`src/rtl/cpu_pkg.sv`:
```
// -----------------------------------------------------------------------------
// cpu_pkg
// Shared types for the execute stage and the branch unit.
//   aluop_e      : 16 data-processing opcodes, standard ARM encoding
//   cond_e       : 4-bit condition field encodings
//   flags_t      : packed NZCV register, bit 3 = N ... bit 0 = V
//   exec_state_e : execute stage sequencing states
//   cond_pass()  : evaluates a condition field against a flag set
//   writes_rd()  : 0 for the compare-only opcodes (TST/TEQ/CMP/CMN)
// -----------------------------------------------------------------------------
package cpu_pkg;

  typedef enum logic [3:0] {
    OP_AND = 4'h0,
    OP_EOR = 4'h1,
    OP_SUB = 4'h2,
    OP_RSB = 4'h3,
    OP_ADD = 4'h4,
    OP_ADC = 4'h5,
    OP_SBC = 4'h6,
    OP_RSC = 4'h7,
    OP_TST = 4'h8,
    OP_TEQ = 4'h9,
    OP_CMP = 4'hA,
    OP_CMN = 4'hB,
    OP_ORR = 4'hC,
    OP_MOV = 4'hD,
    OP_BIC = 4'hE,
    OP_MVN = 4'hF
  } aluop_e;

  typedef enum logic [3:0] {
    COND_EQ = 4'h0,
    COND_NE = 4'h1,
    COND_CS = 4'h2,
    COND_CC = 4'h3,
    COND_MI = 4'h4,
    COND_PL = 4'h5,
    COND_VS = 4'h6,
    COND_VC = 4'h7,
    COND_HI = 4'h8,
    COND_LS = 4'h9,
    COND_GE = 4'hA,
    COND_LT = 4'hB,
    COND_GT = 4'hC,
    COND_LE = 4'hD,
    COND_AL = 4'hE,
    COND_NV = 4'hF
  } cond_e;

  typedef struct packed {
    logic n;
    logic z;
    logic c;
    logic v;
  } flags_t;

  typedef enum logic [1:0] {
    IDLE     = 2'd0,
    MUL_BUSY = 2'd1,
    MUL_DONE = 2'd2
  } exec_state_e;

  // The 1111 encoding is treated as "always" rather than "never".
  function automatic logic cond_pass(input cond_e cond, input flags_t f);
    logic pass;
    case (cond)
      COND_EQ: pass = f.z;
      COND_NE: pass = !f.z;
      COND_CS: pass = f.c;
      COND_CC: pass = !f.c;
      COND_MI: pass = f.n;
      COND_PL: pass = !f.n;
      COND_VS: pass = f.v;
      COND_VC: pass = !f.v;
      COND_HI: pass = f.c && !f.z;
      COND_LS: pass = !f.c || f.z;
      COND_GE: pass = (f.n == f.v);
      COND_LT: pass = (f.n != f.v);
      COND_GT: pass = !f.z && (f.n == f.v);
      COND_LE: pass = f.z || (f.n != f.v);
      default: pass = 1'b1;
    endcase
    return pass;
  endfunction

  function automatic logic writes_rd(input aluop_e op);
    return !((op == OP_TST) || (op == OP_TEQ) || (op == OP_CMP) || (op == OP_CMN));
  endfunction

endpackage

```
`src/rtl/seq_multiplier.sv`:
```
// -----------------------------------------------------------------------------
// seq_multiplier
// Iterative shift-add multiplier: one multiplier bit per clock.
//   clk, rst_n       : clock, asynchronous active-low reset
//   start            : load operands and begin (ignored semantics while busy
//                      are the caller's responsibility)
//   multiplicand     : XLEN-bit operand shifted left each iteration
//   multiplier       : XLEN-bit operand consumed LSB first
//   done             : high in the cycle whose edge performs the last iteration
//   product          : low XLEN bits of the running product
// -----------------------------------------------------------------------------
module seq_multiplier #(
  parameter int XLEN       = 32,
  parameter int MUL_CYCLES = 32
) (
  input  logic            clk,
  input  logic            rst_n,
  input  logic            start,
  input  logic [XLEN-1:0] multiplicand,
  input  logic [XLEN-1:0] multiplier,
  output logic            done,
  output logic [XLEN-1:0] product
);

  localparam int CNT_W = (MUL_CYCLES > 1) ? $clog2(MUL_CYCLES) : 1;
  localparam logic [CNT_W-1:0] LAST_ITER = CNT_W'(MUL_CYCLES - 1);

  logic [XLEN-1:0]  acc_q, acc_d;
  logic [XLEN-1:0]  mcand_q, mcand_d;
  logic [XLEN-1:0]  mplier_q, mplier_d;
  logic [CNT_W-1:0] count_q, count_d;
  logic             busy_q, busy_d;

  // Only the low XLEN product bits are kept, so bits shifted out of the
  // multiplicand can never reach the result and are simply dropped.
  always_comb begin
    acc_d    = acc_q;
    mcand_d  = mcand_q;
    mplier_d = mplier_q;
    count_d  = count_q;
    busy_d   = busy_q;
    if (start) begin
      acc_d    = '0;
      mcand_d  = multiplicand;
      mplier_d = multiplier;
      count_d  = '0;
      busy_d   = 1'b1;
    end else if (busy_q) begin
      if (mplier_q[0]) begin
        acc_d = acc_q + mcand_q;
      end
      mcand_d  = mcand_q << 1;
      mplier_d = mplier_q >> 1;
      if (count_q == LAST_ITER) begin
        count_d = '0;
        busy_d  = 1'b0;
      end else begin
        count_d = count_q + 1'b1;
      end
    end
  end

  always_ff @(posedge clk or negedge rst_n) begin
    if (!rst_n) begin
      acc_q    <= '0;
      mcand_q  <= '0;
      mplier_q <= '0;
      count_q  <= '0;
      busy_q   <= 1'b0;
    end else begin
      acc_q    <= acc_d;
      mcand_q  <= mcand_d;
      mplier_q <= mplier_d;
      count_q  <= count_d;
      busy_q   <= busy_d;
    end
  end

  assign done    = busy_q && (count_q == LAST_ITER);
  assign product = acc_q;

endmodule

```
`src/rtl/exec_alu_stage.sv`:
```
// -----------------------------------------------------------------------------
// exec_alu_stage
// Execute stage after src2shift: data-processing ALU or iterative MUL,
// condition evaluation against an internal NZCV register, registered result
// handed to writeback over valid/ready.
//   CLOCK_50, RESET_N        : clock (rising edge), async active-low reset
//   in_valid / in_ready      : upstream handshake
//   CTRL_aluop/setflags/cond : opcode, S bit, condition field
//   CTRL_mul                 : 1 selects MUL (Rd = Rn * src2)
//   RF_Rn, src2              : operands (src2 already shifted)
//   carryBit, was_shifted    : shifter carry-out and whether it is meaningful
//   out_valid / out_ready    : writeback handshake
//   alu_result, write_en     : registered result and Rd write enable
//   flags                    : NZCV register {N,Z,C,V}
// -----------------------------------------------------------------------------
module exec_alu_stage
  import cpu_pkg::*;
#(
  parameter int XLEN       = 32,
  parameter int MUL_CYCLES = 32
) (
  input  logic            CLOCK_50,
  input  logic            RESET_N,
  input  logic            in_valid,
  output logic            in_ready,
  input  logic [3:0]      CTRL_aluop,
  input  logic            CTRL_setflags,
  input  logic [3:0]      CTRL_cond,
  input  logic            CTRL_mul,
  input  logic [XLEN-1:0] RF_Rn,
  input  logic [XLEN-1:0] src2,
  input  logic            carryBit,
  input  logic            was_shifted,
  output logic            out_valid,
  input  logic            out_ready,
  output logic [XLEN-1:0] alu_result,
  output logic            write_en,
  output logic [3:0]      flags
);

  exec_state_e     state_q, state_d;
  logic            out_valid_q, out_valid_d;
  logic [XLEN-1:0] alu_result_q, alu_result_d;
  logic            write_en_q, write_en_d;
  flags_t          flags_q, flags_d;
  logic            mul_setflags_q, mul_setflags_d;

  aluop_e          op;
  logic            accept;
  logic            cond_ok;
  logic            mul_start;
  logic            mul_done;
  logic [XLEN-1:0] mul_product;

  logic [XLEN-1:0] add_a, add_b;
  logic            add_cin;
  logic            is_arith;
  logic [XLEN:0]   sum;
  logic [XLEN-1:0] logic_res;
  logic [XLEN-1:0] alu_res;
  flags_t          alu_flags;

  assign op       = aluop_e'(CTRL_aluop);
  assign in_ready = (state_q == IDLE) && (!out_valid_q || out_ready);
  assign accept   = in_valid && in_ready;
  assign cond_ok  = cond_pass(cond_e'(CTRL_cond), flags_q);

  // Every arithmetic opcode is folded onto one XLEN+1 bit adder: subtraction
  // is a + ~b + 1, so the adder carry-out is directly ARM's NOT-borrow C.
  always_comb begin
    add_a     = '0;
    add_b     = '0;
    add_cin   = 1'b0;
    is_arith  = 1'b0;
    logic_res = '0;
    case (op)
      OP_SUB, OP_CMP: begin
        add_a = RF_Rn;  add_b = ~src2;  add_cin = 1'b1;       is_arith = 1'b1;
      end
      OP_RSB: begin
        add_a = src2;   add_b = ~RF_Rn; add_cin = 1'b1;       is_arith = 1'b1;
      end
      OP_ADD, OP_CMN: begin
        add_a = RF_Rn;  add_b = src2;   add_cin = 1'b0;       is_arith = 1'b1;
      end
      OP_ADC: begin
        add_a = RF_Rn;  add_b = src2;   add_cin = flags_q.c;  is_arith = 1'b1;
      end
      OP_SBC: begin
        add_a = RF_Rn;  add_b = ~src2;  add_cin = flags_q.c;  is_arith = 1'b1;
      end
      OP_RSC: begin
        add_a = src2;   add_b = ~RF_Rn; add_cin = flags_q.c;  is_arith = 1'b1;
      end
      OP_AND, OP_TST: logic_res = RF_Rn & src2;
      OP_EOR, OP_TEQ: logic_res = RF_Rn ^ src2;
      OP_ORR:         logic_res = RF_Rn | src2;
      OP_MOV:         logic_res = src2;
      OP_BIC:         logic_res = RF_Rn & ~src2;
      OP_MVN:         logic_res = ~src2;
      default:        logic_res = '0;
    endcase
  end

  assign sum     = {1'b0, add_a} + {1'b0, add_b} + {{XLEN{1'b0}}, add_cin};
  assign alu_res = is_arith ? sum[XLEN-1:0] : logic_res;

  // Overflow is judged on the adder's actual inputs, after any inversion.
  always_comb begin
    alu_flags   = flags_q;
    alu_flags.n = alu_res[XLEN-1];
    alu_flags.z = (alu_res == '0);
    if (is_arith) begin
      alu_flags.c = sum[XLEN];
      alu_flags.v = (add_a[XLEN-1] == add_b[XLEN-1]) &&
                    (sum[XLEN-1] != add_a[XLEN-1]);
    end else if (was_shifted) begin
      alu_flags.c = carryBit;
    end
  end

  seq_multiplier #(
    .XLEN       (XLEN),
    .MUL_CYCLES (MUL_CYCLES)
  ) u_mul (
    .clk          (CLOCK_50),
    .rst_n        (RESET_N),
    .start        (mul_start),
    .multiplicand (RF_Rn),
    .multiplier   (src2),
    .done         (mul_done),
    .product      (mul_product)
  );

  // A beat leaving on out_ready clears out_valid unless something refills
  // the register on the same edge. A failed condition (MUL included) always
  // yields an immediate empty beat so writeback still sees program order.
  always_comb begin
    state_d        = state_q;
    out_valid_d    = out_valid_q;
    alu_result_d   = alu_result_q;
    write_en_d     = write_en_q;
    flags_d        = flags_q;
    mul_setflags_d = mul_setflags_q;
    mul_start      = 1'b0;

    if (out_valid_q && out_ready) begin
      out_valid_d = 1'b0;
    end

    case (state_q)
      IDLE: begin
        if (accept) begin
          if (!cond_ok) begin
            out_valid_d  = 1'b1;
            alu_result_d = '0;
            write_en_d   = 1'b0;
          end else if (CTRL_mul) begin
            mul_start      = 1'b1;
            mul_setflags_d = CTRL_setflags;
            state_d        = MUL_BUSY;
          end else begin
            out_valid_d  = 1'b1;
            alu_result_d = alu_res;
            write_en_d   = writes_rd(op);
            if (CTRL_setflags) begin
              flags_d = alu_flags;
            end
          end
        end
      end
      MUL_BUSY: begin
        if (mul_done) begin
          state_d = MUL_DONE;
        end
      end
      MUL_DONE: begin
        out_valid_d  = 1'b1;
        alu_result_d = mul_product;
        write_en_d   = 1'b1;
        if (mul_setflags_q) begin
          flags_d.n = mul_product[XLEN-1];
          flags_d.z = (mul_product == '0);
        end
        state_d = IDLE;
      end
      default: state_d = IDLE;
    endcase
  end

  always_ff @(posedge CLOCK_50 or negedge RESET_N) begin
    if (!RESET_N) begin
      state_q        <= IDLE;
      out_valid_q    <= 1'b0;
      alu_result_q   <= '0;
      write_en_q     <= 1'b0;
      flags_q        <= '0;
      mul_setflags_q <= 1'b0;
    end else begin
      state_q        <= state_d;
      out_valid_q    <= out_valid_d;
      alu_result_q   <= alu_result_d;
      write_en_q     <= write_en_d;
      flags_q        <= flags_d;
      mul_setflags_q <= mul_setflags_d;
    end
  end

  assign out_valid  = out_valid_q;
  assign alu_result = alu_result_q;
  assign write_en   = write_en_q;
  assign flags      = flags_q;

endmodule

```
`config.mk`:
```
export PLATFORM = sky130hd
export DESIGN_NAME = exec_alu_stage
export DESIGN_NICKNAME = d
export VERILOG_FILES = /design/src/rtl/cpu_pkg.sv /design/src/rtl/seq_multiplier.sv /design/src/rtl/exec_alu_stage.sv
export SDC_FILE = /design/constraint.sdc
export NUM_CORES = 1
export LEC_CHECK = 0
export ABC_AREA = 0
export BUFFER_PORTS_ARGS = -buffer_cell sky130_fd_sc_hd__buf_4
export CAP_MARGIN = 20
export CORE_MARGIN = 3
export CORE_UTILIZATION = 40
export CTS_CLUSTER_DIAMETER = 100
export DETAILED_ROUTE_END_ITERATION = 12
export SYNTH_ARGS = -nofsm -noshare
export SYNTH_HDL_FRONTEND = slang
export SYNTH_HIERARCHICAL = 1
export SYNTH_SLANG_ARGS = --single-unit
```
`constraint.sdc`:
```
create_clock -name CLOCK_50 -period 5.4 [get_ports CLOCK_50]
set_clock_uncertainty 0.05 [all_clocks]
set_input_delay 0.27 -clock CLOCK_50 [delete_from_list [all_inputs] [get_ports CLOCK_50]]
set_output_delay 0.27 -clock CLOCK_50 [all_outputs]
set_load 0.03 [all_outputs]
```
==> results.py <==
metrics = {
    "placed_design": {
        "gp_congestion": 0.988,
        "hpwl_mm": 37.8,
        "io_buffers": 118,
    },
    "pwr": {
        "power.internal_w": 0.00359,
        "p_per_area_mw_per_mm2": 430,
        "pwr-share-clk_pct": 18.6,
        "p_seq_share_pct": 30.0,
        "p_leak_nw": 7.26,
        "p_sw_w": 0.00305,
        "finalPower_w": 0.00664,
        "netSwitchingFraction_pct": 45.9,
        "p_comb_share_pct": 51.4,
        "ir_worst_vdd_v": 0.000228,
    },
    "floorplan": {
        "core_area_mm2": 0.0330,
        "die-area_mm2": 0.0363,
        "fp.dieH_um": 190,
        "fp.dieW_um": 190,
        "num_rows": 66,
        "initial_utilization_pct": 41.2,
        "pin_count": 119,
    },
    "clocking": {
        "cts_made_buffers": 17,
        "cts_resized": 0,
        "htree_levels": 4,
        "root_buffer": "clkbuf_16",
        "insertion_delay_ns": 0.45,
        "clock-sinks": 143,
        "path_clk_slew_ns": 0.07,
        "cts_tree": "built",
        "clk_path_buf_depth": 2,
    },
    "logic_synthesis": {
        "synth_seq_area_share_pct": 26.3,
        "yosys.cell_count.top_type": "nand2_1",
        "synth_top_area_share_pct": 26.3,
        "synth_fp_nets": 1954,
        "yosys-top-cells-count": "274 x nand2_1, 167 x o21ai_0, 143 x dfrtp_1",
        "netlist_area_mm2": 0.0136,
        "synth_edf_count": 0,
        "async_flop_share_pct": 100,
        "ys_types": 88,
        "synth_top_area_cell": "dfrtp_1",
        "synthFlopType": "dfrtp_1",
        "ys_ff_latch": 143,
        "avgSynthCellArea_um2": 7.67,
        "synth_area_leaders": "dfrtp_1 26%, ha_1 8.8%, nand2_1 7.6%",
        "synth_cells": 1775,
        "synth_warnings": 6,
    },
    "status": {
        "status": "complete, no violations",
    },
    "detailed_routing": {
        "vias_per_cell": 6.11,
        "drt_iter0_markers": 1239,
        "drc": 0,
        "wl_mm": 50.4,
        "drt.antenna.violating_nets": 0,
        "drt-pass1-iter-count": 5,
        "avgRoutedWirePerCell_um": 22.1,
        "vias": 13900,
    },
    "global_route": {
        "grt_max_degree": 100,
        "overflow": 0,
        "grt_pass1_vias": 13000,
        "grt_first_pass_wirelength_mm": 77.0,
        "antenna_found_initial": 0,
        "grt.total_usage_pct": 27.3,
    },
    "worst_setup_path": {
        "cpPeakStageDelay_ns": 0.50,
        "rr_startpoint": "flags[1]",
        "path_buf_inv": 1,
        "crit_type": "flop to flop",
        "critical-path-top-delay-family": "compound AO/OA/AOI/OAI gates",
        "slowest_stage": "dfrtp_1",
        "startpoint_type": "flop",
        "timing.critical_path.to_type": "flop",
        "path_cells": "nor2_1, o41ai_1, fa_1, inv_1, fa_1, nand2b_1, a21oi_1, o21ai_0, o21ai_0, xor2_1, a221o_1, or4_1, nor4_1, nand4_1, o21ai_1",
        "cp.arrival_ns": 4.92,
        "worst_ep_required_time_ns": 5.72,
        "regToRegEndpoint": "flags[2]",
        "critPathMaxFanout": 5,
        "r2r_slack_ns": 0.80,
        "reg2reg_depth": 15,
    },
    "sta": {
        "rsz0062_at_grt": "no",
        "finalCriticalPeriod_ns": 4.60,
        "max_freq_mhz": 218,
        "setup_violations": 0,
        "relSlewSlack_pct": 26.7,
        "hold_violations": 0,
        "slew_violations": 0,
        "tightest_slew_ns": 1.09,
        "tns_ns": 0,
        "min_period_over_period_pct": 85.1,
    },
    "job": {
        "drv_cap": 0,
    },
    "cells_and_area": {
        "synthToLayoutAreaGrowth_pct": 13.7,
        "ff_latch_area_mm2": 0.00358,
        "n_fill_cell": 3367,
        "nets": 2002,
        "n_antenna_cell": 0,
        "multi_input_area_mm2": 0.00926,
        "drive_above_1_share_pct": 12.1,
    },
    "worst_hold_path": {
        "hold_start": "CTRL_setflags",
        "hold_path.class": "input pin to flop",
        "hold_depth": 2,
        "min_to": "mul_setflags_q",
    },
}
==> area by class of cell <==
cell class | instances | area share (%)
clock inverter | 14 | 1.02
clock buffer | 18 | 2.77
timing repair buffer | 154 | 7.51
tap | 442 | 3.58
sequential | 143 | 23.2
inverter | 87 | 2.13
multi-input combinational | 1420 | 59.8
==> state kept, by name, indices dropped and copies added, names as in the netlist <==
name            flops
alu_result         32
flags               4
mul_setflags_q      1
out_valid           1
state_q             2
u_mul/busy_q        1
u_mul/count_q       5
u_mul/mcand_q      32
u_mul/mplier_q     32
u_mul/product      32
write_en            1
==> cells by family after synthesis <==
kind of cell | synth area share, %
buf+inv | 5.89
flops | 26.3
simple gates | 20.5
compound gates | 29.3
xor+xnor | 2.51
fa+ha+maj | 9.27
mux | 6.15
==> how the worst max path moves through the flow <==
stage / from / to / slack [ns] / cells past startpoint
floorplan: CTRL_aluop[1] / flags[2] / 0.41 / 22
CTS: flags[1] / flags[2] / 0.83 / 15
detailed placement: CTRL_aluop[1] / flags[2] / 0.47 / 17
global route: flags[1] / flags[2] / 0.45 / 15
finish: flags[1] / flags[2] / 0.80 / 15
global placement: CTRL_aluop[1] / flags[2] / 0.51 / 17
==> layout by cell type (no fill, tap or decap), drive strengths merged, types with 11 or more instances in the layout <==
cell / n
clkbuf: 18
o21a: 13
o221ai: 35
nor2: 100
nand2: 274
a211oi: 37
dfrtp: 143
nand2b: 22
nor2b: 25
ha: 96
o21ai: 169
a221o: 12
a21oi: 128
xnor2: 23
and3: 25
nor4: 16
buf: 153
nand4: 23
a31oi: 13
mux2i: 78
nor3: 20
or3: 11
o211ai: 27
xor2: 16
o22ai: 13
inv: 90
nand3: 47
a22oi: 19
o31ai: 12
a21o: 32
==> worst register-to-register path: cells and delay by family, from the launching register on <==
kind	cells	cell delay (ns)
compound gates	6	1.82
xor+xnor	1	0.10
fa+ha+maj	2	0.71
buf+inv	1	0.07
flops	1	0.50
simple gates	5	1.28
==> power groups by stage <==
stage          sequential, W  clock [W]  combinational, W
3_5_place_dp         0.00201          0           0.00337
4_1_cts              0.00199    0.00126           0.00338
6_report             0.00199    0.00124           0.00342
3_3_place_gp         0.00200          0           0.00332
2_1_floorplan        0.00204          0           0.00228
5_1_grt              0.00205    0.00130           0.00375
==> per-stage QoR <==
| step | cells | util, % | hold WS, ns | worst slack (ns) | area [µm²] |
|---|---|---|---|---|---|
| after floorplan | 1775 | - | -0.0756 | 0.415 | 13600 |
| after global placement | 2245 | 45.0 | 0.412 | 0.510 | 14900 |
| after global routing | 2278 | 46.8 | 0.0216 | 0.454 | 15500 |
| after detailed placement | 2245 | 45.0 | 0.414 | 0.469 | 14900 |
| final | 2278 | 46.8 | 0.0221 | 0.802 | 15500 |
| after CTS | 2278 | 46.8 | 0.000827 | 0.825 | 15500 |
==> per-layer routing <==
metal,share of wire (%),up-vias,GRT usage (%)
met5,0,-,0
met3,5.9,76,3.13
li1,-,6641,-
met1,46,6688,38.6
met4,2.3,0,8.21
met2,46,514,44.0
==> what timing repair did <==
action	in CTS	in global routing
buffers inserted	0	0
hold endpoints to repair	98	0
hold buffers	1	0
(Power assumes the default switching activity.)
